## src/rtl/cordic_step_sequencer_pkg.sv

```systemverilog
// Shared types and defaults for the CORDIC step sequencer and the arctan LUT.
package cordic_seq_pkg;

  typedef enum logic {IDLE, RUN} seq_state_t;

  // Step index width; also sets the depth of the arctan LUT.
  localparam int CORDIC_STEP_W        = 5;
  // Run length used when the command carries a step count of zero.
  localparam int CORDIC_DEFAULT_STEPS = 25;
  // Width of the completed-pass counter.
  localparam int CORDIC_PASS_W        = 8;

endpackage

```

## src/rtl/cordic_step_sequencer_if.sv

```systemverilog
// Handshake and step-control bundle between the command side and the sequencer.
interface cordic_step_sequencer_if
  import cordic_seq_pkg::*;
#(
  parameter int STEP_W = CORDIC_STEP_W,
  parameter int PASS_W = CORDIC_PASS_W
);

  logic              start;
  logic [STEP_W-1:0] steps_cfg;
  logic              continuous;
  logic              hold;
  logic              abort;
  logic              busy;
  logic              step_en;
  logic [STEP_W-1:0] step_idx;
  logic              first_step;
  logic              last_step;
  logic              done;
  logic              wrap;
  logic              aborted;
  logic [PASS_W-1:0] pass_cnt;

  // Command decoder / control FSM side.
  modport master (
    output start, steps_cfg, continuous, hold, abort,
    input  busy, step_en, step_idx, first_step, last_step,
    input  done, wrap, aborted, pass_cnt
  );

  // Sequencer side.
  modport slave (
    input  start, steps_cfg, continuous, hold, abort,
    output busy, step_en, step_idx, first_step, last_step,
    output done, wrap, aborted, pass_cnt
  );

endinterface

```

## src/rtl/cordic_step_sequencer_mod_counter.sv

```systemverilog
// Generic modulo up-counter: counts 0..last_val and returns to 0 after last_val.
module mod_counter #(
  parameter int W = 5
) (
  input  logic         clk,
  input  logic         rst,
  input  logic         clr,
  input  logic         en,
  input  logic [W-1:0] last_val,
  output logic [W-1:0] cnt,
  output logic         tc
);

  logic [W-1:0] cnt_q;
  logic [W-1:0] cnt_d;

  assign cnt = cnt_q;
  assign tc  = (cnt_q == last_val);

  // Next count: clear wins, otherwise wrap to zero at the terminal value.
  always_comb begin
    cnt_d = cnt_q;
    if (clr) begin
      cnt_d = '0;
    end else if (en) begin
      cnt_d = tc ? '0 : cnt_q + W'(1);
    end
  end

  // Count register.
  always_ff @(posedge clk or posedge rst) begin
    if (rst) begin
      cnt_q <= '0;
    end else begin
      cnt_q <= cnt_d;
    end
  end

endmodule

```

## src/rtl/cordic_step_sequencer.sv

```systemverilog
// CORDIC iteration sequencer: steps the datapath through N micro-rotations,
// with hold, abort and continuous restart, and counts completed passes.
module cordic_step_sequencer
  import cordic_seq_pkg::*;
#(
  parameter int STEP_W        = CORDIC_STEP_W,
  parameter int DEFAULT_STEPS = CORDIC_DEFAULT_STEPS,
  parameter int PASS_W        = CORDIC_PASS_W
) (
  input  logic                    clk,
  input  logic                    rst,
  cordic_step_sequencer_if.slave  sq
);

  // Terminal step index for a requested count; zero selects the default length.
  function automatic logic [STEP_W-1:0] last_idx_of(input logic [STEP_W-1:0] cfg);
    if (cfg == '0) begin
      return STEP_W'(DEFAULT_STEPS - 1);
    end
    return cfg - STEP_W'(1);
  endfunction

  seq_state_t        state_q, state_d;
  logic [STEP_W-1:0] last_idx_q, last_idx_d;
  logic              done_q, done_d;
  logic              wrap_q, wrap_d;
  logic              aborted_q, aborted_d;
  logic [PASS_W-1:0] pass_cnt_q, pass_cnt_d;

  logic              busy;
  logic              accept;
  logic              kill;
  logic              advance;
  logic              final_adv;
  logic              ctr_clr;
  logic [STEP_W-1:0] step_idx;
  logic              step_tc;

  assign busy      = (state_q == RUN);
  assign accept    = (state_q == IDLE) && sq.start;
  assign kill      = busy && sq.abort;
  assign advance   = busy && !sq.abort && !sq.hold;
  assign final_adv = advance && step_tc;
  // Starting a run or aborting one both force the index back to zero.
  assign ctr_clr   = accept || kill;

  mod_counter #(
    .W (STEP_W)
  ) u_step_ctr (
    .clk      (clk),
    .rst      (rst),
    .clr      (ctr_clr),
    .en       (advance),
    .last_val (last_idx_q),
    .cnt      (step_idx),
    .tc       (step_tc)
  );

  // Next-state, latched run length, event pulses and pass count.
  always_comb begin
    state_d    = state_q;
    last_idx_d = last_idx_q;
    done_d     = 1'b0;
    wrap_d     = 1'b0;
    aborted_d  = 1'b0;
    pass_cnt_d = pass_cnt_q;
    unique case (state_q)
      IDLE: begin
        if (sq.start) begin
          last_idx_d = last_idx_of(sq.steps_cfg);
          state_d    = RUN;
        end
      end
      RUN: begin
        if (sq.abort) begin
          state_d   = IDLE;
          aborted_d = 1'b1;
        end else if (final_adv) begin
          pass_cnt_d = pass_cnt_q + PASS_W'(1);
          if (sq.continuous) begin
            wrap_d = 1'b1;
          end else begin
            done_d  = 1'b1;
            state_d = IDLE;
          end
        end
      end
      default: state_d = IDLE;
    endcase
  end

  // Control and event registers.
  always_ff @(posedge clk or posedge rst) begin
    if (rst) begin
      state_q    <= IDLE;
      last_idx_q <= STEP_W'(DEFAULT_STEPS - 1);
      done_q     <= 1'b0;
      wrap_q     <= 1'b0;
      aborted_q  <= 1'b0;
      pass_cnt_q <= '0;
    end else begin
      state_q    <= state_d;
      last_idx_q <= last_idx_d;
      done_q     <= done_d;
      wrap_q     <= wrap_d;
      aborted_q  <= aborted_d;
      pass_cnt_q <= pass_cnt_d;
    end
  end

  assign sq.busy       = busy;
  assign sq.step_en    = busy && !sq.hold;
  assign sq.step_idx   = step_idx;
  assign sq.first_step = busy && (step_idx == '0);
  assign sq.last_step  = busy && step_tc;
  assign sq.done       = done_q;
  assign sq.wrap       = wrap_q;
  assign sq.aborted    = aborted_q;
  assign sq.pass_cnt   = pass_cnt_q;

endmodule

```

## src/flat_wrapper.sv

```systemverilog
// flat-port wrapper written by rule: the top's interface ports become plain ports
module cordic_step_sequencer_flat import cordic_seq_pkg::*;
#(
  parameter int STEP_W        = CORDIC_STEP_W,
  parameter int DEFAULT_STEPS = CORDIC_DEFAULT_STEPS,
  parameter int PASS_W        = CORDIC_PASS_W
)
  (clk, rst, sq_start, sq_steps_cfg, sq_continuous, sq_hold, sq_abort, sq_busy, sq_step_en, sq_step_idx, sq_first_step, sq_last_step, sq_done, sq_wrap, sq_aborted, sq_pass_cnt);
  cordic_step_sequencer_if #(.STEP_W(STEP_W), .PASS_W(PASS_W)) sq_i ();
  input  logic clk;
  input  logic rst;
  input wire logic [$bits(sq_i.start)-1:0] sq_start;
  input wire logic [$bits(sq_i.steps_cfg)-1:0] sq_steps_cfg;
  input wire logic [$bits(sq_i.continuous)-1:0] sq_continuous;
  input wire logic [$bits(sq_i.hold)-1:0] sq_hold;
  input wire logic [$bits(sq_i.abort)-1:0] sq_abort;
  output wire logic [$bits(sq_i.busy)-1:0] sq_busy;
  output wire logic [$bits(sq_i.step_en)-1:0] sq_step_en;
  output wire logic [$bits(sq_i.step_idx)-1:0] sq_step_idx;
  output wire logic [$bits(sq_i.first_step)-1:0] sq_first_step;
  output wire logic [$bits(sq_i.last_step)-1:0] sq_last_step;
  output wire logic [$bits(sq_i.done)-1:0] sq_done;
  output wire logic [$bits(sq_i.wrap)-1:0] sq_wrap;
  output wire logic [$bits(sq_i.aborted)-1:0] sq_aborted;
  output wire logic [$bits(sq_i.pass_cnt)-1:0] sq_pass_cnt;
  assign sq_i.start = sq_start;
  assign sq_i.steps_cfg = sq_steps_cfg;
  assign sq_i.continuous = sq_continuous;
  assign sq_i.hold = sq_hold;
  assign sq_i.abort = sq_abort;
  assign sq_busy = sq_i.busy;
  assign sq_step_en = sq_i.step_en;
  assign sq_step_idx = sq_i.step_idx;
  assign sq_first_step = sq_i.first_step;
  assign sq_last_step = sq_i.last_step;
  assign sq_done = sq_i.done;
  assign sq_wrap = sq_i.wrap;
  assign sq_aborted = sq_i.aborted;
  assign sq_pass_cnt = sq_i.pass_cnt;
  cordic_step_sequencer #(.STEP_W(STEP_W), .DEFAULT_STEPS(DEFAULT_STEPS), .PASS_W(PASS_W)) u_core (.clk(clk), .rst(rst), .sq(sq_i));
endmodule
```

## config.mk

```make
export PLATFORM = sky130hd
export DESIGN_NAME = cordic_step_sequencer_flat
export DESIGN_NICKNAME = d
export VERILOG_FILES = /design/src/rtl/cordic_step_sequencer_pkg.sv /design/src/rtl/cordic_step_sequencer_if.sv /design/src/rtl/cordic_step_sequencer_mod_counter.sv /design/src/rtl/cordic_step_sequencer.sv /design/src/flat_wrapper.sv
export SDC_FILE = /design/constraint.sdc
export NUM_CORES = 1
export LEC_CHECK = 0
export CORE_AREA = 2 2 58 60
export CTS_CLUSTER_DIAMETER = 120
export DETAILED_ROUTE_END_ITERATION = 10
export DIE_AREA = 0 0 60 62
export GPL_TIMING_DRIVEN = 1
export PLACE_DENSITY = 0.76
export SLEW_MARGIN = 25
export SYNTH_ARGS = -nofsm -noshare
export SYNTH_HDL_FRONTEND = slang
export SYNTH_SLANG_ARGS = --single-unit
```

## constraint.sdc

```tcl
create_clock -name clk -period 3.9 [get_ports clk]
set_clock_uncertainty 0.1 [all_clocks]
set_input_delay 0.585 -clock clk [delete_from_list [all_inputs] [get_ports clk]]
set_output_delay 0.585 -clock clk [all_outputs]
set_load 0.02 [all_outputs]
```

After elaboration in Yosys (flattened, before gate mapping):

Index checks and enable logic that the tools add are counted.

* flip-flop bits (word level): 22
* logic and storage cells: 51
* output and inout port bits: 20
* bits of input ports: 11

* equal/unequal tests: 1
* reductions and logical operators: 16
* add/sub/neg operators: 3
* mux-type cells: 22
* bitwise logic cells: 2

Operator list (count)
* $mux 5: 5
* $mux 1: 16
* $logic_not 5->1: 2
* $add 8x1->8 const B: 1
* $logic_and 1x1->1: 8
* $add 5x1->5 const B: 1
* $eq 5x5->1: 1
* $sub 5x1->5 const B: 1
* $reduce_and 3->1: 1
* $logic_not 1->1: 2
* $not 1->1: 2
* $pmux 1 s2: 1
* $reduce_and 2->1: 1
* $reduce_bool 2->1: 1
* $logic_or 1x1->1: 1

Logic depth before layout (Yosys ltp):

Gate-level depths: netlist (run 1).

* word-level depth: 7
* depth in mapped cells: 6
* depth with buffers taken out: 6

Hierarchy:

From an unflattened synthesis (run 1), not the netlist that was laid out.

* cell total of the unflattened synthesis: 111
* area total of the unflattened synthesis: 1184.9 sq um

Modules (own cells, without submodules)
* cordic_step_sequencer: instances 1, cells each 70, area each 794.5 sq um, seq. area each 427.9 sq um
* mod_counter: instances 1, cells each 41, area each 390.4 sq um, seq. area each 125.1 sq um

Worst setup path before layout (run 1):

OpenSTA, ideal clock, no wires.

* path kind: register to output
* start: register u_core.u_step_ctr.cnt_q[2] (netlist: u_core.u_step_ctr.cnt[2])
* end: output port sq_last_step
* path slack: 1697 ps
* required time: 3215 ps
* arrival time: 1518 ps
* stages on the path, launching flop included: 5
* path buffers: 1
* path through: dfrtp_1 > xnor2_1 > nand3_2 > buf_4 > nor3_1

* cells in the longest elaborated chain, start to end: 2

Ends and longest elaborated chain
* from (decl): line cordic_step_sequencer_mod_counter.sv:14 `logic [W-1:0] cnt_q;`
* from (signal assigned): line cordic_step_sequencer_mod_counter.sv:35 `cnt_q <= cnt_d;`
* $eq 5x5->1: line cordic_step_sequencer_mod_counter.sv:18 `assign tc = (cnt_q == last_val);`
* $logic_and 1x1->1: line cordic_step_sequencer.sv:115 `assign sq.last_step = busy && step_tc;`
* to (decl): line flat_wrapper.sv:21 `output wire logic [$bits(sq_i.last_step)-1:0] sq_last_step;`

No other way between the ends.

Worst setup path in the final report (run 1):

Ends and elaborated chain as after synthesis.

==> results.toml, run 1 <==
[run_status]
run_status = "completed"

[clocking]
h-tree-depth = 1
cts_setup_buffers = 0
worstSkewPairLatency_ps = 300
cts_buffer_depth = 2
cts_hold_buf = 0
clkSinkCount = 22
numCtsBuffers = 3
cts_resized = 0
cts_tree = "done"
cts_root_buf = "clkbuf_4"
clk_transition_reported_paths_ps = 120

[synthesis]
synth.avg_cell_area_um2 = 10.3
ys_warn_count = 0
syn_area_um2 = 1200
synth_top_area_cell = "dfrtp_1"
seq_area_frac_synth_pct = 46.0
yosys-top-cells-area = "dfrtp_1, xor2_1, dfstp_2, xnor2_1, ha_1"
syn_inst = 117
synthesis.nets = 132
ys_seq_elements = 22
synth_cell_types = 32
synth_top_area_share_pct = 41.6

[place]
dp_hpwl_um = 1980
place_congestion = 0.793
portBuffers = 30
dp_cells = 192

[worst_setup_path]
crit_slowest_cell = "clkdlybuf4s50_1"
path_max_fanout = 13
cp_top_family = "buffers and inverters"
reg2reg_from = "u_core.u_step_ctr.cnt[2]$_DFFE_PP0P_"
end_kind = "output pin"
worstPathCellList = "xnor2_1 > nand3_2 > nor3_1 > clkdlybuf4s50_1"
crit_type = "flip-flop to output pin"
critPathLaunch = "u_core.u_step_ctr.cnt[2]$_DFFE_PP0P_"
max_stage_delay_ps = 640
crit_arrival_ps = 2260
crit_buf_inv = 1
critPathLaunchType = "flip-flop"
critPathRequiredTime_ps = 3210

[route]
drc = 0
vias = 954
drt.antenna.violating_nets = 0
wl_per_cell_um = 12.6
first_iter_violations = 38
viasPerCell = 4.87
routed_wl_um = 2480
drt_first_pass_iters = 4

[pwr]
power.leakage_nw = 0.680
pwr_density_cell_nw_per_um2 = 370
total_power_w = 0.000587
switching_share_pct = 33.1
ir_drop_v = 0.000186
internal-power_w = 0.000393
clockPowerShare_pct = 21.1
p_sw_w = 0.000194
comb_power_share_pct = 30.7
seq_power_share_pct = 48.3

[global_route]
grt_pass1_wl_um = 4280
grt_max_degree = 23
grt_pass1_vias = 976
track_usage_pct = 15.5
antenna_found_initial = 0
grt.overflow.total = 0

[floorplanning]
die_w_um = 60
fp.dieArea_um2 = 3720
io-pin-count = 31
initial_utilization_pct = 37.8
die_h_um = 62
rows = 21
core_area_um2 = 3180

[timing]
rsz0062_at_grt = "false"
finalMaxSlewViolations = 0
finalHoldViolCount = 0
worst_pin_slew_ps = 825
fin_crit_ps = 2950
max-slew-margin-rel_pct = 44.9
fmax_mhz = 339
timing.final.crit_share_pct = 75.6
fin_setup_tns_ps = 0
setup_viol = 0

[flow_run]
cap_violations = 0

[final_layout]
antennaDiodeCount = 0
drive_gt1_share_pct = 14.0
layout_common_cells = "clkdlybuf4s50_1, dfrtp_1, nand2_1, inv_1, xor2_1"
final_cells = 196
syn_to_final_growth_pct = 32.2
layout_commonest_cell = "clkdlybuf4s50_1"
fin_nets = 166

[worst_hold_path]
worst_hold_startpoint = "u_core.sq.pass_cnt[7]$_DFFE_PP0P_"
hold_class = "flip-flop to flip-flop"
## layer usage
metal,up-vias,GRT usage (%),part of all wire (%)
met2,25,29.2,53
met3,2,2.90,3.9
met1,464,17.8,43
met5,-,0,0
met4,0,4.76,0.85
li1,463,-,-
## cell type report
class | instances | area [um^2]
multi-input cells | 85 | 608
inverters | 9 | 33.8
well taps | 46 | 57.6
clock buffers | 4 | 36.3
flip-flops and latches | 22 | 553
repair buffers | 30 | 300
fillers | 314 | 1590
## final timing paths
kind                                                        endpoint  slack, ps  cells after the start
worst max-delay path                                    sq_last_step        950                      4
worst min-delay path               u_core.sq.pass_cnt[7]$_DFFE_PP0P_        370                      1
worst max register to register  u_core.u_step_ctr.cnt[4]$_DFFE_PP0P_       2000                      4
worst min register to register     u_core.sq.pass_cnt[7]$_DFFE_PP0P_        370                      1
max in group asynchronous       u_core.u_step_ctr.cnt[0]$_DFFE_PP0P_       2550                      2
min in group asynchronous                   u_core.sq.wrap$_DFF_PP0_        650                      2
## cell families after synthesis
family,count (synthesis),share of synthesized area (%)
AOI/OAI and AO/OA,13,6.24
xor gates and xnor gates,15,10.9
adders and majority gates,4,4.16
buffers and inverters,10,3.43
DFF,22,46.0
muxes,2,1.87
and+or+nand+nor,51,27.4
## worst register-to-register path: cells and delay by family (launching register included)
kind             cells  cell delay, ps
AO/OA/AOI/OAI        2             650
flip-flops           1             490
AND/OR/NAND/NOR      1             300
XOR/XNOR             1             220
## sequential cells by signal (all words and copies together) (netlist names)
name and flops:
u_core.sq.aborted 1, u_core.last_idx_q 5, u_core.sq.pass_cnt 8, u_core.u_step_ctr.cnt 5, u_core.sq.wrap 1, u_core.sq.busy 1, u_core.sq.done 1
## power groups by stage
stage / registers, W / logic, W / clock network [W]
floorplan: 0.000297 / 0.000107 / 0
global placement: 0.000286 / 0.000174 / 0
detailed placement: 0.000288 / 0.000179 / 0
CTS: 0.000284 / 0.000182 / 0.000130
global route: 0.000288 / 0.000200 / 0.000142
finish: 0.000283 / 0.000180 / 0.000124
## Yosys cell counts
cell type / instances
inv_1: 9
nor2_1: 5
nand3_4: 1
nor2_2: 1
or3b_4: 1
mux2_1: 1
nand3_2: 1
nor3b_2: 2
nand2b_1: 3
nor3b_4: 1
and3_1: 2
xnor2_1: 6
o211ai_1: 1
dfrtp_1: 20
nand3_1: 6
xor2_1: 9
a21oi_1: 1
mux2_2: 1
o22a_1: 1
nor2b_1: 1
o21a_1: 1
nor4_1: 1
nor3_2: 5
nor3_1: 8
o22ai_1: 1
nand2_1: 11
ha_1: 4
o21ai_0: 8
buf_4: 1
and2b_2: 1
dfstp_2: 2
and2_2: 1
## stage by stage
step / area (um^2) / utilization (%) / hold WS [ps] / worst slack (ps)
global placement: 1550 / 48.8 / 356 / 1400
detailed placement: 1550 / 48.8 / 362 / 1300
global route: 1590 / 50.0 / 395 / 840
finish: 1590 / 50.0 / 370 / 952
floorplan: 1200 / - / 370 / 1700
CTS: 1590 / 50.0 / 379 / 952
Power figures use the tool's default switching activity.
==> run 2: changes to the inputs <==
==> constraint.sdc (replaced) <==
create_clock -name clk -period 2.85 [get_ports clk]
set_clock_uncertainty 0.1 [all_clocks]
set_input_delay 0.4275 -clock clk [delete_from_list [all_inputs] [get_ports clk]]
set_output_delay 0.4275 -clock clk [all_outputs]
set_load 0.02 [all_outputs]
==> results.toml, run 2 (synthesis gave the netlist of run 1 again) <==
[clocking]
worstSkewPairLatency_ps = 310
cts_buffer_depth = 2
cts_hold_buf = 0
cts_resized = 0
clk_transition_reported_paths_ps = 130
h-tree-depth = 1
cts_setup_buffers = 0
clkSinkCount = 22
numCtsBuffers = 3
cts_tree = "done"
cts_root_buf = "clkbuf_4"

[pwr]
comb_power_share_pct = 31.1
internal-power_w = 0.000545
ir_drop_v = 0.000220
switching_share_pct = 33.1
power.leakage_nw = 0.684
pwr_density_cell_nw_per_um2 = 511
clockPowerShare_pct = 21.2
p_sw_w = 0.000270
seq_power_share_pct = 47.7

[global_route]
track_usage_pct = 14.5
use_met1_pct = 18.0
busiest_layer = "met2"
met3_usage_pct = 3.31
grt_pass1_wl_um = 4080
antenna_found_initial = 0
grt_pass1_vias = 913
use_met2_pct = 25.9
grt.overflow.total = 0
grt_max_degree = 23

[floorplanning]
rows = 21
core_area_um2 = 3180
io-pin-count = 31
die_w_um = 60
fp.dieArea_um2 = 3720
initial_utilization_pct = 37.8
die_h_um = 62

[place]
placed_area_um2 = 1560
dp_hpwl_um = 1940
pre_cts_ws_ps = 580
place_congestion = 0.738
portBuffers = 30

[final_layout]
layout_common_cells = "clkdlybuf4s50_1, dfrtp_1, nand2_1, inv_1, xor2_1"
nFillCells = 304
syn_to_final_growth_pct = 32.8
fin_nets = 167
drive_gt1_share_pct = 14.6
post-route-util_pct = 50.2
layout_commonest_cell = "clkdlybuf4s50_1"
design_area_um2 = 1600
antennaDiodeCount = 0
largest_reg_flops = 8

[timing]
setup_viol = 0
fmax_mhz = 381
fin_crit_ps = 2630
timing.final.crit_share_pct = 92.2
max-slew-margin-rel_pct = 44.3
layout_setup_ws_ps = 223
worst_pin_slew_ps = 834
finalHoldViolCount = 0
fin_setup_tns_ps = 0
rsz0062_at_grt = "false"
finalMaxSlewViolations = 0

[worst_setup_path]
critPathLaunchType = "flip-flop"
path_max_fanout = 7
critPathRequiredTime_ps = 2320
end_kind = "output pin"
crit_type = "flip-flop to output pin"
crit_arrival_ps = 2100

[route]
viasPerCell = 4.80
wl_per_cell_um = 12.6
drt.antenna.violating_nets = 0
drc = 0
drt_first_pass_iters = 4
first_iter_violations = 30
vias = 945
routed_wl_um = 2490

[flow_run]
cap_violations = 0

[run_status]
run_status = "completed"

[worst_hold_path]
hold_class = "flip-flop to flip-flop"
run 2: changes by cell type in the layout (fill, tap and decap cells not counted):
cell	previous run	this run
buf_4	0	1
run 2: power by group through the flow:
| stage | sequential (W) | combinational [W] | clock, W |
|---|---|---|---|
| 2_1_floorplan | 0.000407 | 0.000146 | 0 |
| 3_3_place_gp | 0.000392 | 0.000248 | 0 |
| 3_5_place_dp | 0.000395 | 0.000257 | 0 |
| 4_1_cts | 0.000389 | 0.000258 | 0.000181 |
| 5_1_grt | 0.000395 | 0.000278 | 0.000198 |
| 6_report | 0.000389 | 0.000254 | 0.000173 |
run 2: routing by layer:
layer  share of wire, %  vias up
met5                  0        -
met4               0.64        0
met3                5.1        2
met2                 51       29
met1                 43      450
li1                   -      464
run 2: final timing paths:
kind	from	end	slack [ps]	cells past startpoint
worst max-delay path	u_core.u_step_ctr.cnt[3]$_DFFE_PP0P_	sq_last_step	220	4
worst min-delay path	u_core.sq.pass_cnt[7]$_DFFE_PP0P_	u_core.sq.pass_cnt[7]$_DFFE_PP0P_	390	1
worst max register to register	u_core.u_step_ctr.cnt[2]$_DFFE_PP0P_	u_core.u_step_ctr.cnt[3]$_DFFE_PP0P_	1000	5
worst min register to register	u_core.sq.pass_cnt[7]$_DFFE_PP0P_	u_core.sq.pass_cnt[7]$_DFFE_PP0P_	390	1
max in group asynchronous	rst	u_core.u_step_ctr.cnt[0]$_DFFE_PP0P_	1650	2
min in group asynchronous	rst	u_core.sq.aborted$_DFF_PP0_	470	2
run 2: worst max-delay path, stage by stage (launching register included):
cell and delay [ps]:
dfrtp_1 470, xnor2_1 330, nand2_1 170, nor3_1 190, clkdlybuf4s50_1 630
run 2: through the flow:
| stage | hold WS [ps] | instances | power, W |
|---|---|---|---|
| finish | 385 | 197 | 0.000816 |
| global route | 429 | 197 | 0.000870 |
| CTS | 390 | 197 | 0.000827 |
| detailed placement | 370 | 193 | 0.000652 |
| global placement | 358 | 193 | 0.000641 |
| floorplan | 315 | 117 | 0.000553 |
run 2: cell type report:
class                           instances  area [um^2]  share of cell area, %
Clock buffer                            4         36.3                   2.27
Inverter                                9         33.8                   2.12
Multi-Input combinational cell         85          608                   38.1
Sequential cell                        22          553                   34.6
Tap cell                               46         57.6                   3.61
Timing Repair Buffer                   31          308                   19.3
==> run 3: changes to the inputs <==
--- a/config.mk
+++ b/config.mk
@@ -5,12 +5,12 @@
 export SDC_FILE = /design/constraint.sdc
 export NUM_CORES = 1
 export LEC_CHECK = 0
-export CORE_AREA = 2 2 58 60
+export CORE_AREA = 2 2 61 58
 export CTS_CLUSTER_DIAMETER = 120
 export DETAILED_ROUTE_END_ITERATION = 10
-export DIE_AREA = 0 0 60 62
+export DIE_AREA = 0 0 63 60
 export GPL_TIMING_DRIVEN = 1
-export PLACE_DENSITY = 0.76
+export PLACE_DENSITY = 0.75
 export SLEW_MARGIN = 25
 export SYNTH_ARGS = -nofsm -noshare
 export SYNTH_HDL_FRONTEND = slang
==> results.toml, run 3 (synthesis gave the netlist of run 1 again) <==
[timing]
finalHoldViolCount = 0
fmax_mhz = 379
setup_viol = 0
worst_pin_slew_ps = 840
max-slew-margin-rel_pct = 43.9
timing.final.crit_share_pct = 92.7
fin_setup_tns_ps = 0
finalMaxSlewViolations = 0
rsz0062_at_grt = "false"
fin_crit_ps = 2640

[floorplanning]
initial_utilization_pct = 37.8
die_w_um = 63
die_h_um = 60
rows = 20
io-pin-count = 31
fp.dieArea_um2 = 3780
core_area_um2 = 3180

[route]
drt_first_pass_iters = 4
vias = 952
drc = 0
wl_per_cell_um = 13.0
viasPerCell = 4.88
drt.antenna.violating_nets = 0
routed_wl_um = 2530
first_iter_violations = 21

[place]
dp_hpwl_um = 1950
placed_area_um2 = 1560
place_congestion = 0.811
portBuffers = 30

[clocking]
numCtsBuffers = 3
cts_root_buf = "clkbuf_4"
cts_resized = 0
cts_tree = "done"
worstSkewPairLatency_ps = 320
cts_setup_buffers = 0
h-tree-depth = 1
clkSinkCount = 22
cts_hold_buf = 0
cts_buffer_depth = 2
clk_transition_reported_paths_ps = 130

[worst_setup_path]
end_kind = "output pin"
critPathRequiredTime_ps = 2320
crit_arrival_ps = 2110
critPathLaunch = "u_core.u_step_ctr.cnt[4]$_DFFE_PP0P_"
reg2reg_from = "u_core.u_step_ctr.cnt[2]$_DFFE_PP0P_"
max_stage_delay_ps = 640
critPathLaunchType = "flip-flop"
worstPathCellList = "xnor2_1 > nand2_1 > nor3_1 > clkdlybuf4s50_1"
cp_top_family = "buffers and inverters"
crit_type = "flip-flop to output pin"
crit_slowest_cell = "clkdlybuf4s50_1"
path_max_fanout = 5
crit_buf_inv = 1

[worst_hold_path]
hold_class = "flip-flop to flip-flop"
worst_hold_startpoint = "u_core.sq.pass_cnt[7]$_DFFE_PP0P_"

[final_layout]
design_area_um2 = 1610
drive_gt1_share_pct = 14.6
layout_commonest_cell = "clkdlybuf4s50_1"
syn_to_final_growth_pct = 33.9
fin_nets = 167
antennaDiodeCount = 0
largest_reg_flops = 8
layout_common_cells = "clkdlybuf4s50_1, dfrtp_1, nand2_1, inv_1, xor2_1"

[flow_run]
cap_violations = 0

[global_route]
grt_max_degree = 23
track_usage_pct = 14.5
antenna_found_initial = 0
grt_pass1_vias = 916
grt.overflow.total = 0
grt_pass1_wl_um = 4200

[run_status]
run_status = "completed"

[pwr]
pwr_density_cell_nw_per_um2 = 551
ir_drop_v = 0.000329
power.leakage_nw = 0.691
==> run 3: cell count changes in the layout (fill, tap and decap cells not counted), sizes merged <==
cell / previous run / this run
bufinv: 0 / 1
clkbuf: 4 / 3
==> run 3: worst paths after layout <==
| path | cells past startpoint | end | slack [ps] |
|---|---|---|---|
| min in group asynchronous | 2 | u_core.sq.pass_cnt[4]$_DFFE_PP0P_ | 460 |
| hold / removal | 1 | u_core.sq.pass_cnt[7]$_DFFE_PP0P_ | 390 |
| setup reg to reg | 5 | u_core.u_step_ctr.cnt[3]$_DFFE_PP0P_ | 1000 |
| max in group asynchronous | 2 | u_core.sq.pass_cnt[1]$_DFFE_PP0P_ | 1670 |
| hold reg to reg | 1 | u_core.sq.pass_cnt[7]$_DFFE_PP0P_ | 390 |
| setup / recovery | 4 | sq_last_step | 210 |
==> run 3: layer usage <==
| metal | GRT usage, % | wire [um] | vias to the layer above |
|---|---|---|---|
| met4 | 4.13 | 17 | 0 |
| li1 | - | - | 462 |
| met5 | 0 | 0 | - |
| met2 | 24.8 | 1220 | 35 |
| met3 | 3.01 | 162 | 2 |
| met1 | 18.8 | 1140 | 453 |
==> run 3: power breakdown <==
part	internal, W	switching, W
combinational	0.000115	0.000140
sequential	0.000352	0.0000379
clock	0.000142	0.0000999
total	0.000609	0.000278
==> run 3: area by class of cell <==
| class | instances | area, um^2 |
|---|---|---|
| clock inverters | 1 | 30.0 |
| multi-input cells | 85 | 608 |
| repair buffers | 31 | 308 |
| clock buffers | 3 | 22.5 |
| flip-flops and latches | 22 | 553 |
| well taps | 44 | 55.1 |
| inverters | 9 | 33.8 |
| fillers | 314 | 1570 |
==> run 3: through the flow <==
stage | setup slack, ps | power, W | cells | util (%) | hold WS (ps)
after floorplan | 804 | 0.000553 | 117 | - | 315
after global placement | 633 | 0.000643 | 191 | 49.0 | 357
after detailed placement | 589 | 0.000655 | 191 | 49.0 | 385
after CTS | 205 | 0.000898 | 195 | 50.7 | 407
after global routing | 83.0 | 0.000943 | 195 | 50.7 | 424
final | 209 | 0.000887 | 195 | 50.7 | 395
